**config.mk**
```make
export PLATFORM = sky130hd
export DESIGN_NAME = hazard_stall_ctrl_flat
export DESIGN_NICKNAME = d
export VERILOG_FILES = /design/src/rtl/hazard_stall_ctrl_if.sv /design/src/rtl/hazard_stall_ctrl.sv /design/src/flat_wrapper.sv
export SDC_FILE = /design/constraint.sdc
export NUM_CORES = 1
export LEC_CHECK = 0
export ABC_AREA = 1
export CORE_UTILIZATION = 45
export DETAILED_ROUTE_END_ITERATION = 7
export GPL_ROUTABILITY_DRIVEN = 0
export PLACE_DENSITY = 0.76
export SLEW_MARGIN = 20
export SYNTH_ARGS = -nofsm -noshare
export SYNTH_HDL_FRONTEND = slang
export SYNTH_SLANG_ARGS = --single-unit
```
**constraint.sdc**
```tcl
create_clock -name clk -period 4.1 [get_ports clk]
set_clock_uncertainty 0.2 [all_clocks]
set_input_delay 0.41 -clock clk [delete_from_list [all_inputs] [get_ports clk]]
set_output_delay 0.41 -clock clk [all_outputs]
set_load 0.1 [all_outputs]
```
**src/rtl/hazard_stall_ctrl_if.sv**
```systemverilog
// Hazard/stall controller bundle.
// Pipeline status in, register enables and flushes out.
interface hazard_stall_ctrl_if #(
  parameter int REG_W = 3,
  parameter int CNT_W = 16
);
  logic [REG_W-1:0] id_rs;
  logic             id_rs_vld;
  logic [REG_W-1:0] id_rt;
  logic             id_rt_vld;
  logic             ex_memrd;
  logic [REG_W-1:0] ex_rd;
  logic             ex_rd_vld;
  logic             br_taken;
  logic             imem_busy;
  logic             dmem_busy;
  logic             halt_in;
  logic             pc_en;
  logic             ifid_en;
  logic             ifid_flush;
  logic             idex_en;
  logic             idex_flush;
  logic             exmem_en;
  logic             memwb_en;
  logic             halted;
  logic [CNT_W-1:0] stall_cnt;

  modport master (
    output id_rs, id_rs_vld, id_rt, id_rt_vld,
    output ex_memrd, ex_rd, ex_rd_vld,
    output br_taken, imem_busy, dmem_busy, halt_in,
    input  pc_en, ifid_en, ifid_flush,
    input  idex_en, idex_flush, exmem_en, memwb_en,
    input  halted, stall_cnt
  );

  modport slave (
    input  id_rs, id_rs_vld, id_rt, id_rt_vld,
    input  ex_memrd, ex_rd, ex_rd_vld,
    input  br_taken, imem_busy, dmem_busy, halt_in,
    output pc_en, ifid_en, ifid_flush,
    output idex_en, idex_flush, exmem_en, memwb_en,
    output halted, stall_cnt
  );
endinterface

```
**src/rtl/hazard_stall_ctrl.sv**
```systemverilog
// Central sequencer for the 5-stage 16-bit pipe.
// Prioritises freezes, redirects, bubbles and HALT drain.
module hazard_stall_ctrl #(
  parameter int REG_W     = 3,
  parameter int CNT_W     = 16,
  parameter int DRAIN_CYC = 3
) (
  input logic          clk,
  input logic          rst,
  hazard_stall_ctrl_if.slave bus
);

  localparam int DW = (DRAIN_CYC > 1) ?
                      $clog2(DRAIN_CYC) : 1;

  // {pc, ifid_en, ifid_fl, idex_en, idex_fl, exmem, memwb}
  localparam logic [6:0] C_RUN = 7'b1101011;
  localparam logic [6:0] C_FRZ = 7'b0000000;
  localparam logic [6:0] C_BR  = 7'b1111111;
  localparam logic [6:0] C_LU  = 7'b0001111;
  localparam logic [6:0] C_IW  = 7'b0111011;
  localparam logic [6:0] C_RST = 7'b0010100;

  typedef enum logic [1:0] {
    S_RUN,
    S_IWAIT,
    S_DRAIN,
    S_HALT
  } state_t;

  state_t           r_state;
  state_t           w_nstate;
  logic [DW-1:0]    r_dcnt;
  logic [DW-1:0]    w_ndcnt;
  logic [CNT_W-1:0] r_cnt;
  logic [6:0]       w_ctl;

  logic w_rs_hit;
  logic w_rt_hit;
  logic w_lu;
  logic w_ev_dm;
  logic w_ev_br;
  logic w_ev_lu;
  logic w_ev_im;
  logic w_ev_ht;
  logic w_ev_no;

  // Load-use match against the EX load destination
  always_comb begin
    w_rs_hit = bus.id_rs_vld &&
               (bus.id_rs == bus.ex_rd);
    w_rt_hit = bus.id_rt_vld &&
               (bus.id_rt == bus.ex_rd);
    w_lu     = bus.ex_memrd && bus.ex_rd_vld &&
               (w_rs_hit || w_rt_hit);
  end

  // One-hot event decode in fixed priority order
  always_comb begin
    w_ev_dm = bus.dmem_busy;
    w_ev_br = !w_ev_dm && bus.br_taken;
    w_ev_lu = !w_ev_dm && !bus.br_taken && w_lu;
    w_ev_im = !w_ev_dm && !bus.br_taken &&
              !w_lu && bus.imem_busy;
    w_ev_ht = !w_ev_dm && !bus.br_taken &&
              !w_lu && !bus.imem_busy &&
              bus.halt_in;
    w_ev_no = !w_ev_dm && !bus.br_taken &&
              !w_lu && !bus.imem_busy &&
              !bus.halt_in;
  end

  // Next-state and pipeline control outputs
  always_comb begin
    w_ctl    = C_RUN;
    w_nstate = r_state;
    w_ndcnt  = r_dcnt;
    if (!rst) begin
      w_ctl = C_RST;
    end else begin
      unique case (r_state)
        S_RUN, S_IWAIT: begin
          unique case (1'b1)
            w_ev_dm: w_ctl = C_FRZ;
            w_ev_br: begin
              w_ctl    = C_BR;
              w_nstate = S_RUN;
            end
            w_ev_lu: begin
              w_ctl    = C_LU;
              w_nstate = bus.imem_busy ?
                         S_IWAIT : S_RUN;
            end
            w_ev_im: begin
              w_ctl    = C_IW;
              w_nstate = S_IWAIT;
            end
            w_ev_ht: begin
              w_ctl    = C_IW;
              w_nstate = S_DRAIN;
              w_ndcnt  = DW'(DRAIN_CYC - 1);
            end
            w_ev_no: begin
              w_ctl    = C_RUN;
              w_nstate = S_RUN;
            end
            default: w_ctl = C_RUN;
          endcase
        end
        S_DRAIN: begin
          if (bus.dmem_busy) begin
            w_ctl = C_FRZ;
          end else if (bus.br_taken) begin
            w_ctl    = C_BR;
            w_nstate = S_RUN;
            w_ndcnt  = '0;
          end else begin
            w_ctl = C_IW;
            if (r_dcnt == '0) begin
              w_nstate = S_HALT;
            end else begin
              w_ndcnt = r_dcnt - DW'(1);
            end
          end
        end
        S_HALT: w_ctl = C_FRZ;
        default: w_ctl = C_FRZ;
      endcase
    end
  end

  // State and drain counter registers
  always_ff @(posedge clk or negedge rst) begin
    if (!rst) begin
      r_state <= S_RUN;
      r_dcnt  <= '0;
    end else begin
      r_state <= w_nstate;
      r_dcnt  <= w_ndcnt;
    end
  end

  // Saturating count of fetch-stalled cycles
  always_ff @(posedge clk or negedge rst) begin
    if (!rst) begin
      r_cnt <= '0;
    end else if (!w_ctl[6] &&
                 (r_state != S_HALT) &&
                 !(&r_cnt)) begin
      r_cnt <= r_cnt + CNT_W'(1);
    end
  end

  assign bus.pc_en      = w_ctl[6];
  assign bus.ifid_en    = w_ctl[5];
  assign bus.ifid_flush = w_ctl[4];
  assign bus.idex_en    = w_ctl[3];
  assign bus.idex_flush = w_ctl[2];
  assign bus.exmem_en   = w_ctl[1];
  assign bus.memwb_en   = w_ctl[0];
  assign bus.halted     = (r_state == S_HALT);
  assign bus.stall_cnt  = r_cnt;

endmodule

```
**src/flat_wrapper.sv**
```systemverilog
// flat-port wrapper written by rule: the top's interface ports become plain ports
module hazard_stall_ctrl_flat 
#(
  parameter int REG_W     = 3,
  parameter int CNT_W     = 16,
  parameter int DRAIN_CYC = 3
)
  (clk, rst, bus_id_rs, bus_id_rs_vld, bus_id_rt, bus_id_rt_vld, bus_ex_memrd, bus_ex_rd, bus_ex_rd_vld, bus_br_taken, bus_imem_busy, bus_dmem_busy, bus_halt_in, bus_pc_en, bus_ifid_en, bus_ifid_flush, bus_idex_en, bus_idex_flush, bus_exmem_en, bus_memwb_en, bus_halted, bus_stall_cnt);
  hazard_stall_ctrl_if #(.REG_W(REG_W), .CNT_W(CNT_W)) bus_i ();
  input logic clk;
  input logic rst;
  input wire logic [$bits(bus_i.id_rs)-1:0] bus_id_rs;
  input wire logic [$bits(bus_i.id_rs_vld)-1:0] bus_id_rs_vld;
  input wire logic [$bits(bus_i.id_rt)-1:0] bus_id_rt;
  input wire logic [$bits(bus_i.id_rt_vld)-1:0] bus_id_rt_vld;
  input wire logic [$bits(bus_i.ex_memrd)-1:0] bus_ex_memrd;
  input wire logic [$bits(bus_i.ex_rd)-1:0] bus_ex_rd;
  input wire logic [$bits(bus_i.ex_rd_vld)-1:0] bus_ex_rd_vld;
  input wire logic [$bits(bus_i.br_taken)-1:0] bus_br_taken;
  input wire logic [$bits(bus_i.imem_busy)-1:0] bus_imem_busy;
  input wire logic [$bits(bus_i.dmem_busy)-1:0] bus_dmem_busy;
  input wire logic [$bits(bus_i.halt_in)-1:0] bus_halt_in;
  output wire logic [$bits(bus_i.pc_en)-1:0] bus_pc_en;
  output wire logic [$bits(bus_i.ifid_en)-1:0] bus_ifid_en;
  output wire logic [$bits(bus_i.ifid_flush)-1:0] bus_ifid_flush;
  output wire logic [$bits(bus_i.idex_en)-1:0] bus_idex_en;
  output wire logic [$bits(bus_i.idex_flush)-1:0] bus_idex_flush;
  output wire logic [$bits(bus_i.exmem_en)-1:0] bus_exmem_en;
  output wire logic [$bits(bus_i.memwb_en)-1:0] bus_memwb_en;
  output wire logic [$bits(bus_i.halted)-1:0] bus_halted;
  output wire logic [$bits(bus_i.stall_cnt)-1:0] bus_stall_cnt;
  assign bus_i.id_rs = bus_id_rs;
  assign bus_i.id_rs_vld = bus_id_rs_vld;
  assign bus_i.id_rt = bus_id_rt;
  assign bus_i.id_rt_vld = bus_id_rt_vld;
  assign bus_i.ex_memrd = bus_ex_memrd;
  assign bus_i.ex_rd = bus_ex_rd;
  assign bus_i.ex_rd_vld = bus_ex_rd_vld;
  assign bus_i.br_taken = bus_br_taken;
  assign bus_i.imem_busy = bus_imem_busy;
  assign bus_i.dmem_busy = bus_dmem_busy;
  assign bus_i.halt_in = bus_halt_in;
  assign bus_pc_en = bus_i.pc_en;
  assign bus_ifid_en = bus_i.ifid_en;
  assign bus_ifid_flush = bus_i.ifid_flush;
  assign bus_idex_en = bus_i.idex_en;
  assign bus_idex_flush = bus_i.idex_flush;
  assign bus_exmem_en = bus_i.exmem_en;
  assign bus_memwb_en = bus_i.memwb_en;
  assign bus_halted = bus_i.halted;
  assign bus_stall_cnt = bus_i.stall_cnt;
  hazard_stall_ctrl #(.REG_W(REG_W), .CNT_W(CNT_W), .DRAIN_CYC(DRAIN_CYC)) u_core (.clk(clk), .rst(rst), .bus(bus_i));
endmodule
```
==> results of run 1 <==
## power breakdown
group,switching (W),total (W),internal (W)
Clock,0.0000643,0.000163,0.0000990
Sequential,0.0000573,0.000300,0.000243
Combinational,0.000542,0.000714,0.000172
Total,0.000663,0.00118,0.000514
## synthesized netlist by cell type, drive strengths merged
cell type	count	area share, %
o211ai	1	0.48
nor3	7	3.0
o21ai	4	1.3
nand3	12	4.1
xor2	10	5.6
clkbuf	1	0.24
a22oi	2	0.96
a21boi	1	0.48
nand4	18	8.1
or2	1	0.40
ha	2	1.6
dfrtp	20	32
nor3b	1	0.80
nand2	77	19
nor4	3	1.2
nor4b	1	0.56
buf	8	5.6
inv	31	7.4
nor2	19	4.9
a21oi	4	1.3
xnor2	2	1.1
## registers in the layout (all words and copies together), names as in the netlist
signal                count
u_core.bus.stall_cnt     16
u_core.r_state            2
u_core.r_dcnt             2
## worst max-delay path, delay by kind of cell (launching register included)
kind,cells,cell delay (ps)
DFF,1,450
and+or+nand+nor,1,430
buffers and inverters,2,1440
## logic make-up after synthesis
group | Yosys count | synth area share (%)
AND/OR/NAND/NOR | 139 | 42.11
buffers and inverters | 40 | 13.24
flip-flops | 20 | 31.90
AO/OA/AOI/OAI | 12 | 4.465
XOR/XNOR | 12 | 6.699
adder cells (fa/ha/maj) | 2 | 1.595
## layout by cell type (no fill, tap or decap), types with 2 or more instances in the layout
cell type         n
nand2_1          73
clkdlybuf4s50_1  35
inv_1            28
dfrtp_1          20
nor2_1           17
nand4_1          17
nand3_1          11
xor2_1           10
buf_4             8
nor3_1            5
nand2_2           4
a21oi_1           4
inv_2             3
o21ai_0           3
nor4_1            3
clkbuf_4          3
nor2_2            2
a22oi_1           2
xnor2_1           2
ha_1              2
## final timing paths
kind,to,depth (start not counted)
max,bus_halted,3
min,u_core.r_state[0]$_DFFE_PN0P_,1
max reg2reg,u_core.r_state[1]$_DFFE_PN0P_,5
min reg2reg,u_core.r_dcnt[1]$_DFFE_PN0P_,2
max in group asynchronous,u_core.bus.stall_cnt[14]$_DFFE_PN0P_,2
min in group clk,u_core.r_dcnt[1]$_DFFE_PN0P_,2
## metal layers
metal | up-vias | wire length [µm] | track usage, % | part of all wire, %
met5 | - | 0 | 0 | 0
met1 | 687 | 1598 | 27.17 | 47
met3 | 2 | 118 | 3.151 | 3.5
li1 | 803 | - | - | -
met4 | 0 | 17 | 3.896 | 0.50
met2 | 34 | 1678 | 32.45 | 49
## metrics by stage
step / hold slack, ps / worst slack [ps] / instances / instance area, µm²
floorplan: -85.59 / 708.1 / 225 / 1574
global placement: 284.7 / 1276 / 305 / 1951
detailed placement: 285.3 / 1220 / 305 / 1951
CTS: 129.0 / 854.4 / 309 / 2003
global route: 138.8 / 721.9 / 309 / 2003
finish: 134.6 / 849.6 / 309 / 2003
## final cells by class
class                   count  area [µm²]
clock buffers               3       22.52
well taps                  46       57.56
clock inverters             1       30.03
fillers                   322        1334
flip-flops and latches     20       500.5
multi-input cells         165       865.8
inverters                  31       116.4
repair buffers             43       410.4
==> flow_summary.yaml, run 1 <==
outcome:
  status: "finished, final reports clean"
floorplan:
  die_height_um: 61.05
  core_um2: 3337
  io_pins: 43
  start_util_pct: 47.02
  rows: 21
  die_x_um: 61.05
  die_area_um2: 3727
critical_path:
  crit_path_end_kind: "output port"
  slowest_delay_ps: 1170
  crit_required_ps: 3490
  rr_startpoint: "u_core.r_state[1]$_DFFE_PN0P_"
  timing_worst_setup_path_type: "reg2out"
  worstPathArrival_ps: 2640
  setup.worst_path.start: "u_core.r_state[1]$_DFFE_PN0P_"
  ff2ff_setup_slack_ps: 1930
  startpoint_type: "register"
  critPathMaxFanout: 20
  crit_path_top_delay_cell: "clkdlybuf4s50_1"
  cp_cell_sequence: "nand2_1 > inv_1 > clkdlybuf4s50_1"
cts:
  clock_path_buffers: 2
  cts_sinks: 20
  cts-resized-gates: 0
  clk_pin_slew_worst_paths_ps: 120
  insertion_delay_ps: 320
  post_cts_buffers: 0
  numCtsBuffers: 3
  h-tree-depth: 1
  root_buffer: "clkbuf_4"
  ctsHoldBuffers: 0
  cts_tree: "built"
yosys:
  ys_ff_latch: 20
  ys_types: 30
  synth.avg_cell_area_um2: 6.973
  seq_area_frac_synth_pct: 31.90
  syn_inst: 225
  synth_nets: 246
  synth_area_um2: 1569
  yosys_warnings: 0
routing:
  drt-vias-per-instance: 4.939
  antenna_left: 0
  vias: 1526
  drt_iter0_markers: 61
  routedWlPerCell_um: 11.04
  wl_um: 3412
  firstDrtPassIters: 4
  drc: 0
cells_and_area:
  syn_to_final_growth_pct: 27.67
  drive_gt1_share_pct: 10.27
  nets: 285
  fin_util_pct: 60.03
  diodes: 0
power:
  power.total_w: 0.001178
  power.leakage_nw: 1.003
  power_density_nw_per_um2: 587.9
  vdd_ir_drop_max_mv: 0.4464
global_route:
  grt_usage_pct: 19.60
  grt_pass1_wl_um: 5616
  grt_pass1_vias: 1331
  gr-total-overflow: 0
  grt_max_degree: 21
  antenna_found_initial: 0
sta:
  rsz0062_at_grt: "false"
  fin_tns_setup_ps: 0
  hold_viol: 0
  drv_slew: 0
  tightest_slew_ps: 974.8
  setup_violations: 0
  min_period_over_period_pct: 79.28
  relSlewSlack_pct: 34.81
  fmaxAchievable_mhz: 307.7
  period_minus_slack_ps: 3250
job:
  cap_viol_max_count: 0
min_path:
  hold_path.class: "in2async"
placed_design:
  port_buffers: 42
  dpl.hpwl_um: 2613
Note: power is estimated with default switching activity, not from simulation.
==> run 2, diff against run 1 <==
==> constraint.sdc (replaced) <==
create_clock -name clk -period 3.4 [get_ports clk]
set_clock_uncertainty 0.2 [all_clocks]
set_input_delay 0.34 -clock clk [delete_from_list [all_inputs] [get_ports clk]]
set_output_delay 0.34 -clock clk [all_outputs]
set_load 0.1 [all_outputs]
==> run 2 against run 1 <==
Net effect:
- combinational power grew 27%
- largest cell class unchanged
- critical path type is now in2out
- clock power is 15% lower
- non-clock buffer count grew 1
- via count down 0.46%
- global-route usage increased by 0.62 points
==> flow_summary.yaml, run 2 (synthesis results as in run 1) <==
routing:
  drt_iter0_markers: 59
  wl_um: 3338
  drt-vias-per-instance: 4.900
  antenna_left: 0
  vias: 1519
  firstDrtPassIters: 4
  drc: 0
  routedWlPerCell_um: 10.77
floorplan:
  rows: 21
  die_area_um2: 3727
  core_um2: 3337
  io_pins: 43
  die_height_um: 61.05
  die_x_um: 61.05
  start_util_pct: 47.02
sta:
  period_minus_slack_ps: 2637
  tightest_slew_ps: 972.8
  setup_violations: 0
  relSlewSlack_pct: 34.95
  drv_slew: 0
  fmaxAchievable_mhz: 379.2
  hold_viol: 0
  min_period_over_period_pct: 77.56
  fin_tns_setup_ps: 0
  rsz0062_at_grt: "false"
placed_design:
  placed_cells: 306
  dpl.hpwl_um: 2575
  place_area_um2: 2016
  port_buffers: 42
global_route:
  grt_pass1_vias: 1340
  use_met1_pct: 26.99
  grt_max_degree: 24
  grt_busiest_layer: "met2"
  gr-total-overflow: 0
  antenna_found_initial: 0
  grt_usage_pct: 20.22
  grt_use_met3_pct: 3.782
  grt_pass1_wl_um: 5671
  globalRouteMet2Util_pct: 32.61
cells_and_area:
  mostFrequentLayoutCells: "nand2_1 (73), clkdlybuf4s50_1 (33), inv_1 (28)"
  final_common_cell: "nand2_1"
  syn_to_final_growth_pct: 30.78
  drive_gt1_share_pct: 11.36
  nets: 286
  design_area_um2: 2052
  diodes: 0
  largest_reg_flops: 16
  layout.cells.non_filler: 310
  fillers: 326
job:
  cap_viol_max_count: 0
cts:
  cts_sinks: 20
  ctsHoldBuffers: 0
  cts_tree: "built"
  root_buffer: "clkbuf_4"
  numCtsBuffers: 3
  clk_pin_slew_worst_paths_ps: 110
  insertion_delay_ps: 300
  cts-resized-gates: 0
  post_cts_buffers: 0
  clock_path_buffers: 2
  h-tree-depth: 1
critical_path:
  critPathMaxFanout: 20
  ff2ff_setup_slack_ps: 1280
  worstPathArrival_ps: 2100
  timing_worst_setup_path_type: "in2out"
  rr_startpoint: "u_core.bus.stall_cnt[0]$_DFFE_PN0P_"
  startpoint_type: "input pin"
  crit_path_end_kind: "output port"
  reg2reg_to: "u_core.bus.stall_cnt[3]$_DFFE_PN0P_"
  ff2ff_path_depth: 7
  crit_required_ps: 2860
min_path:
  hold_path.class: "in2async"
power:
  vdd_ir_drop_max_mv: 0.5710
  power.leakage_nw: 1.020
  power_density_nw_per_um2: 685.2
outcome:
  status: "finished, final reports clean"
==> run 2: per-layer routing <==
metal | share of wire [%] | vias to the layer above
li1 | - | 803
met2 | 45 | 31
met1 | 51 | 679
met5 | 0 | -
met4 | 1.7 | 0
met3 | 2.4 | 6
==> run 2: cell type report <==
class / count / area (µm²) / area share [%]
multi-input combinational: 165 / 865.8 / 42.20
inverter: 31 / 116.4 / 5.671
tap: 46 / 57.56 / 2.805
timing repair buffer: 44 / 475.5 / 23.17
clock buffer: 4 / 36.28 / 1.768
sequential: 20 / 500.5 / 24.39
==> run 2: critical path, stage by stage <==
cell,delay (ps)
clkdlybuf4s50_1,510
inv_2,40
nand2_1,50
nand2_1,50
nor2_1,80
nand2_1,60
nand2_1,80
nand2_2,60
nand2_2,60
nand2_2,60
nand2_1,50
nand2_1,50
nand2_2,270
inv_1,130
buf_12,190
==> run 2: how the worst max path moves through the flow <==
stage / startpoint / endpoint / slack [ps] / cells past startpoint
finish: bus_ex_rd[1] / bus_pc_en / 760 / 15
global route: bus_ex_rd[1] / bus_pc_en / 510 / 15
CTS: bus_ex_rd[0] / bus_pc_en / 750 / 15
detailed placement: bus_ex_rd[0] / bus_pc_en / 750 / 15
global placement: bus_ex_rd[1] / bus_pc_en / 790 / 15
floorplan: u_core.r_state[1]$_DFFE_PN0P_ / bus_idex_en / 80 / 4
==> run 2: where the power goes <==
part,switching [W],leakage (nW),internal [W]
Clock,0.0000721,0.0210,0.0000655
Combinational,0.000663,0.735,0.000243
Sequential,0.0000697,0.264,0.000293
Total,0.000804,1.02,0.000602
==> run 2: stage by stage <==
step / hold WS (ps) / total power [W] / setup slack [ps] / utilization [%]
after floorplan: -155.6 / 0.001087 / 78.09 / -
after global placement: 274.6 / 0.001265 / 785.2 / 60.40
after detailed placement: 279.6 / 0.001272 / 754.3 / 60.40
after CTS: 247.6 / 0.001413 / 751.5 / 61.49
after global routing: 247.0 / 0.001499 / 512.4 / 61.49
final: 228.8 / 0.001406 / 763.0 / 61.49
